<file path="src/rtl/gama_pkg.sv">
// gama_pkg: definitions shared by the Gama element encoder and decoder.
//   GAMA_W / ELEM_N  - width of a Gama number and number of DAC elements
//   THERM_*          - the seven legal thermometer codes (filled MSB-first)
//   gama_is_legal    - 1 when a word is one of the seven legal codes
//   gama_popcount    - number of set elements, clamped to the largest Gama number
package gama_pkg;

    localparam int GAMA_W = 3;
    localparam int ELEM_N = 6;

    localparam logic [GAMA_W-1:0] GAMA_MAX = 3'd6;

    localparam logic [ELEM_N-1:0] THERM_0 = 6'b000000;
    localparam logic [ELEM_N-1:0] THERM_1 = 6'b100000;
    localparam logic [ELEM_N-1:0] THERM_2 = 6'b110000;
    localparam logic [ELEM_N-1:0] THERM_3 = 6'b111000;
    localparam logic [ELEM_N-1:0] THERM_4 = 6'b111100;
    localparam logic [ELEM_N-1:0] THERM_5 = 6'b111110;
    localparam logic [ELEM_N-1:0] THERM_6 = 6'b111111;

    function automatic logic gama_is_legal(input logic [ELEM_N-1:0] therm);
        logic legal;
        case (therm)
            THERM_0, THERM_1, THERM_2, THERM_3,
            THERM_4, THERM_5, THERM_6: legal = 1'b1;
            default:                   legal = 1'b0;
        endcase
        return legal;
    endfunction

    function automatic logic [GAMA_W-1:0] gama_popcount(input logic [ELEM_N-1:0] therm);
        logic [GAMA_W-1:0] cnt;
        cnt = '0;
        for (int i = 0; i < ELEM_N; i++) begin
            cnt = cnt + GAMA_W'(therm[i]);
        end
        // Keeps the 7 code out of reach even if ELEM_N is ever widened.
        if (cnt > GAMA_MAX) begin
            cnt = GAMA_MAX;
        end
        return cnt;
    endfunction

endpackage

</file>
<file path="src/rtl/gama_bubble_fix.sv">
// gama_bubble_fix: combinational 3-tap majority filter over a thermometer word.
//   therm - raw element word, bit ELEM_N-1 is the first element
//   fixed - filtered word; each bit is the majority of itself and its neighbours
// The word is padded with a 1 above the first element and a 0 below the last,
// so a single missing or stray element is absorbed into the fill level.
module gama_bubble_fix
    import gama_pkg::*;
(
    input  logic [ELEM_N-1:0] therm,
    output logic [ELEM_N-1:0] fixed
);

    // ext[j+1] holds therm[j]; ext[ELEM_N+1] = 1 and ext[0] = 0 are the pads.
    logic [ELEM_N+1:0] ext;
    assign ext = {1'b1, therm, 1'b0};

    genvar gi;
    generate
        for (gi = 0; gi < ELEM_N; gi++) begin : g_maj
            assign fixed[gi] = (ext[gi+2] & ext[gi+1]) |
                               (ext[gi+2] & ext[gi])   |
                               (ext[gi+1] & ext[gi]);
        end
    endgenerate

endmodule

</file>
<file path="src/rtl/gama_therm_encoder.sv">
// gama_therm_encoder: 6-element thermometer word -> 3-bit Gama number.
//   clk, rst            - clock (rising edge), asynchronous active-high reset
//   therm_in, in_valid,
//   in_ready            - input word handshake
//   s_out, out_err,
//   out_valid, out_ready - output handshake; out_err marks an illegal word
//   clr_err             - synchronous clear of err_cnt (wins over an increment)
//   err_cnt             - saturating count of illegal words loaded into stage 2
// Stage 1 captures the raw word, stage 2 encodes it and holds the result.
module gama_therm_encoder
    import gama_pkg::*;
#(
    parameter int ERR_CNT_W  = 8,
    parameter int BUBBLE_FIX = 1
) (
    input  logic                 clk,
    input  logic                 rst,
    input  logic [ELEM_N-1:0]    therm_in,
    input  logic                 in_valid,
    output logic                 in_ready,
    output logic [GAMA_W-1:0]    s_out,
    output logic                 out_err,
    output logic                 out_valid,
    input  logic                 out_ready,
    input  logic                 clr_err,
    output logic [ERR_CNT_W-1:0] err_cnt
);

    logic                 v1_reg;
    logic                 v2_reg;
    logic [ELEM_N-1:0]    r1_reg;
    logic [GAMA_W-1:0]    s_out_reg;
    logic                 out_err_reg;
    logic [ERR_CNT_W-1:0] err_cnt_reg;
    logic [ERR_CNT_W-1:0] err_cnt_next;

    logic              advance;
    logic              load2;
    logic              word_legal;
    logic [ELEM_N-1:0] enc_word;
    logic [GAMA_W-1:0] code;

    // Stage 2 can take a new word when empty or when its word leaves this edge.
    assign advance  = !v2_reg || out_ready;
    assign load2    = advance && v1_reg;
    assign in_ready = !v1_reg || advance;

    // Legality is judged on the raw word, before any correction.
    assign word_legal = gama_is_legal(r1_reg);

    generate
        if (BUBBLE_FIX != 0) begin : g_fix
            gama_bubble_fix u_fix (
                .therm (r1_reg),
                .fixed (enc_word)
            );
        end else begin : g_raw
            assign enc_word = r1_reg;
        end
    endgenerate

    assign code = gama_popcount(enc_word);

    always_comb begin
        err_cnt_next = err_cnt_reg;
        if (clr_err) begin
            err_cnt_next = '0;
        end else if (load2 && !word_legal && (err_cnt_reg != {ERR_CNT_W{1'b1}})) begin
            err_cnt_next = err_cnt_reg + ERR_CNT_W'(1);
        end
    end

    always_ff @(posedge clk or posedge rst) begin
        if (rst) begin
            v1_reg      <= 1'b0;
            v2_reg      <= 1'b0;
            r1_reg      <= '0;
            s_out_reg   <= '0;
            out_err_reg <= 1'b0;
            err_cnt_reg <= '0;
        end else begin
            if (advance) begin
                v2_reg <= v1_reg;
                if (v1_reg) begin
                    s_out_reg   <= code;
                    out_err_reg <= !word_legal;
                end
            end
            // Stage 1 refills whenever it is empty or draining into stage 2.
            if (in_ready) begin
                v1_reg <= in_valid;
                if (in_valid) begin
                    r1_reg <= therm_in;
                end
            end
            err_cnt_reg <= err_cnt_next;
        end
    end

    assign s_out     = s_out_reg;
    assign out_err   = out_err_reg;
    assign out_valid = v2_reg;
    assign err_cnt   = err_cnt_reg;

endmodule

</file>
<file path="config.mk">
export PLATFORM = sky130hd
export DESIGN_NAME = gama_therm_encoder
export DESIGN_NICKNAME = d
export VERILOG_FILES = /design/src/rtl/gama_pkg.sv /design/src/rtl/gama_bubble_fix.sv /design/src/rtl/gama_therm_encoder.sv
export SDC_FILE = /design/constraint.sdc
export NUM_CORES = 1
export LEC_CHECK = 0
export CAP_MARGIN = 5
export CORE_AREA = 4 4 43 64
export CTS_CLUSTER_SIZE = 14
export DETAILED_ROUTE_END_ITERATION = 7
export DIE_AREA = 0 0 47 68
export HOLD_SLACK_MARGIN = 0.03
export PLACE_DENSITY_LB_ADDON = 0.3
export SYNTH_ARGS = -nofsm -noshare
export SYNTH_HDL_FRONTEND = slang
export SYNTH_SLANG_ARGS = --single-unit
export TNS_END_PERCENT = 10
</file>
<file path="constraint.sdc">
create_clock -name clk -period 5.45 [get_ports clk]
set_input_delay 0.545 -clock clk [delete_from_list [all_inputs] [get_ports clk]]
set_output_delay 0.545 -clock clk [all_outputs]
set_load 0.1 [all_outputs]
</file>
==> impl.org <==
** CTS
- Clock buffer count from CTS :: 3
- Maximum buffer depth of the clock tree :: 2
- Cts-stage hold buffer count :: 0
- TritonCTS clock tree :: yes
- Buffer count from post-CTS setup fixing :: 0
- In this run the number of H-tree levels came out at 1.
- For the worst-skew pair, the clock arrives at the later sink with an insertion delay of between 0.2 and 0.3 ns.
- Clk root buf :: clkbuf_4
- Clock-pin slew was measured on the worst setup and hold paths at roughly 0.11 ns.
- CTS sink count :: 20
- Number of cells upsized or downsized after cts :: 0

** STA
- Setup violations remaining at the end of the flow were counted as 0.
- Fin Clk Skew :: roughly 0.0088 ns
- Hold is met by ~0.48 ns.
- In the final timing run, aggregate negative setup slack is 0 ns.
- Final Max Tran Viols :: 0
- Of the available clock period, the critical path in the final layout requires a little over half.
- F_max :: ~340 MHz
- The clock period could shrink to a little under 3 ns.
- The final hold violation count came to 0.
- At the pin with the least slew margin, the transition time is slightly below 1 ns.
- Worst relative slew slack :: a little over a third
- Unrepaired setup endpoints after global routing :: no

** Yosys
- Of all flip-flops after synthesis, the portion carrying an async set or reset was 100%.
- Number of instances in the synthesized netlist :: 96
- Syn Area/Cell :: roughly 11 um2
- Counting every net in the synthesized netlist gives about 110.
- During synthesis, Yosys emitted a total of 0 warnings.
- The synthesized design contains 0 enable-type register cells.
- Seq/Total Area, Yosys :: a little under half
- After synthesis the netlist holds a flip-flop and latch count of 20.
- In the synthesized netlist the dominant register cell turns out to be dfrtp_1.
- Cell variety after synth :: 34
- Cell area after technology mapping :: 1090 um2

** Layout
- Max FFs per register :: 8
- Fill cells in the final layout number between 150 and 200.
- Total area of multi-input combinational cells :: roughly 560 um2
- The library cell used most frequently in the layout, excluding fill and tap cells, is clkdlybuf4s50_1.
- Synthesis-to-layout area growth :: 26.5%
- Count of antenna diodes in the layout :: 0
- For this run, the post-layout net count is between 100 and 150.
- Cells with a size suffix above 1 make up between 10% and 20% of the layout.
- Commonest non-fill, non-tap cells in the layout :: clkdlybuf4s50_1 (24), dfrtp_1 (20), nand2_1 (10)
- Non-Filler Cell Area, Final :: roughly 1400 um2
- FF+latch area :: 500 um2

** GRT
- The via count of the first global-routing pass was between 800 and 900.
- The first global-routing pass estimated ~3.5 mm of wire.
- Entering global routing, the biggest net connects 21 pins.
- Antenna violations before repair :: 0
- Global routing finished with a remaining overflow of 0.
- Overall routing resource usage :: between 10% and 20%

** Run
- The tool flagged a number of max-cap violations equal to 0.

** Route
- After the first detailed-routing iteration, the DRC count stood at 5.
- Wirelength per Cell :: 14.3 um
- Number of vias per cell after detailed routing :: between 5 and 6
- Final routed wirelength across all metal layers :: around 2.1 mm
- Count of unresolved DRC violations after routing :: 0
- Count of vias placed by the detailed router :: 820
- Antenna Violating Nets Remaining :: 0
- TritonRoute pass-1 iters :: 4

** Setup path
- Critical path startpoint category :: register
- The number of buffers and inverters on the critical path is 2.
- Grouping stages by cell kind, the critical path spends the most delay in adder cells.
- The most critical setup path has its startpoint at r1_reg[1].
- Cell with the most instances on the worst path :: fa_1
- Sequence of cells on the critical path :: maj3_1 -> fa_1 -> inv_1 -> fa_1 -> inv_1 -> ha_1 -> fa_1 -> mux2_2
- For the worst setup path, the data arrival time is 3.17 ns.
- Kind of critical path :: register to register
- The worst setup path is captured at a register.
- Crit-path slowest cell :: fa_1
- In this run the worst path has a maximum fanout of 6.
- CP required :: 5.64 ns
- In this run the critical register-to-register path is launched from r1_reg[1].
- Critical Path Max Stage Delay :: between 0.5 and 0.6 ns
- Counting cells, the worst reg-to-reg path comes to 8.
- In this run the number of cells on the critical path is 8.

** Worst hold path
- Startpoint of the lowest-slack hold path :: s_out[0]
- The min-delay analysis places its worst path in the category register to register.
- The worst hold path passes through 2 cells.

** Floorplanning
- The floorplan step set the die width to around 47 um.
- The die covers ~3200 um2.
- In this run the core area contains 21 standard-cell rows.
- The initial utilization of the core area, before any placement, comes to approximately half.
- The total area inside the core boundary comes to ~2200 um2.
- During I/O placement, the number of pins put on the boundary was 25.
- Floorplan die height :: 68 um

** Outcome
- Outcome :: completed

** Pwr
- Power per unit of standard cell area :: 384 nW/um2
- Leak pwr :: approximately 0.6 nW
- IR analysis of the VDD net gives a maximum drop of roughly 0.26 mV.

** Place
- Routability congestion estimate from global placement :: 0.768
- Number of buffers added on ports :: 24
- Placed Area :: between 1000 and 1500 um2
- Final HPWL DP :: ~1.6 mm
## cells by family (layout without fill, tap and decap cells)
group	after synthesis	after routing	share of synthesized area, %
flops	20	20	46.0
compound gates	12	12	9.55
simple gates	38	38	20.0
fa+ha+maj	7	7	9.67
xor+xnor	3	3	2.42
buf+inv	6	32	2.07
mux	10	10	10.2
## layout make-up
class	count	share of cell area, %
Clock buffer	3	1.64
Multi-Input combinational cell	70	41.0
Timing Repair Buffer	24	17.5
Tap cell	23	2.09
Sequential cell	20	36.4
Inverter	5	1.36
## path summary, 6_finish.rpt
| path | to | slack [ns] |
|---|---|---|
| min reg2reg | s_out[0] | 0.48 |
| max | s_out[1] | 2.47 |
| min | s_out[0] | 0.48 |
| min in group asynchronous | s_out[2] | 0.68 |
| max in group asynchronous | err_cnt[5] | 4.30 |
| max reg2reg | s_out[1] | 2.47 |
## Yosys cell counts (2+ instances only)
| library cell | instances | area share [%] |
|---|---|---|
| nand3_1 | 2 | 0.92 |
| fa_1 | 3 | 5.5 |
| o21ai_0 | 3 | 1.4 |
| nor2_1 | 7 | 2.4 |
| a21oi_1 | 2 | 0.92 |
| xnor2_1 | 3 | 2.4 |
| nand4_1 | 2 | 1.2 |
| nand2b_1 | 4 | 2.3 |
| mux2_2 | 8 | 8.3 |
| and3_1 | 2 | 1.2 |
| dfrtp_1 | 20 | 46 |
| and4_4 | 3 | 3.1 |
| nand2_1 | 10 | 3.5 |
| ha_1 | 2 | 2.3 |
| inv_1 | 5 | 1.7 |
| maj3_1 | 2 | 1.8 |
## where the power goes
group / internal [mW] / leakage [nW] / total (mW) / switching, mW
sequential: 0.171 / 0.250 / 0.190 / 0.0195
clock: 0.0257 / 0.0138 / 0.0661 / 0.0404
combinational: 0.0880 / 0.321 / 0.272 / 0.184
total: 0.285 / 0.585 / 0.528 / 0.243
## per-stage QoR
| step | power (mW) | cells | setup WS (ns) | util, % |
|---|---|---|---|---|
| 2_1_floorplan | 0.403 | 96 | 2.54 | - |
| 3_3_place_gp | 0.459 | 142 | 2.56 | 61.3 |
| 3_5_place_dp | 0.468 | 142 | 2.46 | 61.3 |
| 4_1_cts | 0.537 | 145 | 2.45 | 62.3 |
| 5_1_grt | 0.565 | 145 | 2.37 | 62.3 |
| 6_report | 0.528 | 145 | 2.47 | 62.3 |
## tightest hold or removal path: stages (launching register included)
cell and delay, ns:
dfrtp_1 0.36, nand2_1 0.04, o21ai_0 0.06
## routing by layer
layer | up-vias | share of wire [%] | wire, um | track usage [%]
met5 | - | 0 | 0 | 0
met2 | 20 | 55 | 1150 | 28.4
met3 | 5 | 3.6 | 74 | 1.84
met4 | 0 | 2.1 | 43 | 7.27
met1 | 402 | 39 | 815 | 16.4
li1 | 393 | - | - | -
Power figures use the tool's default switching activity.
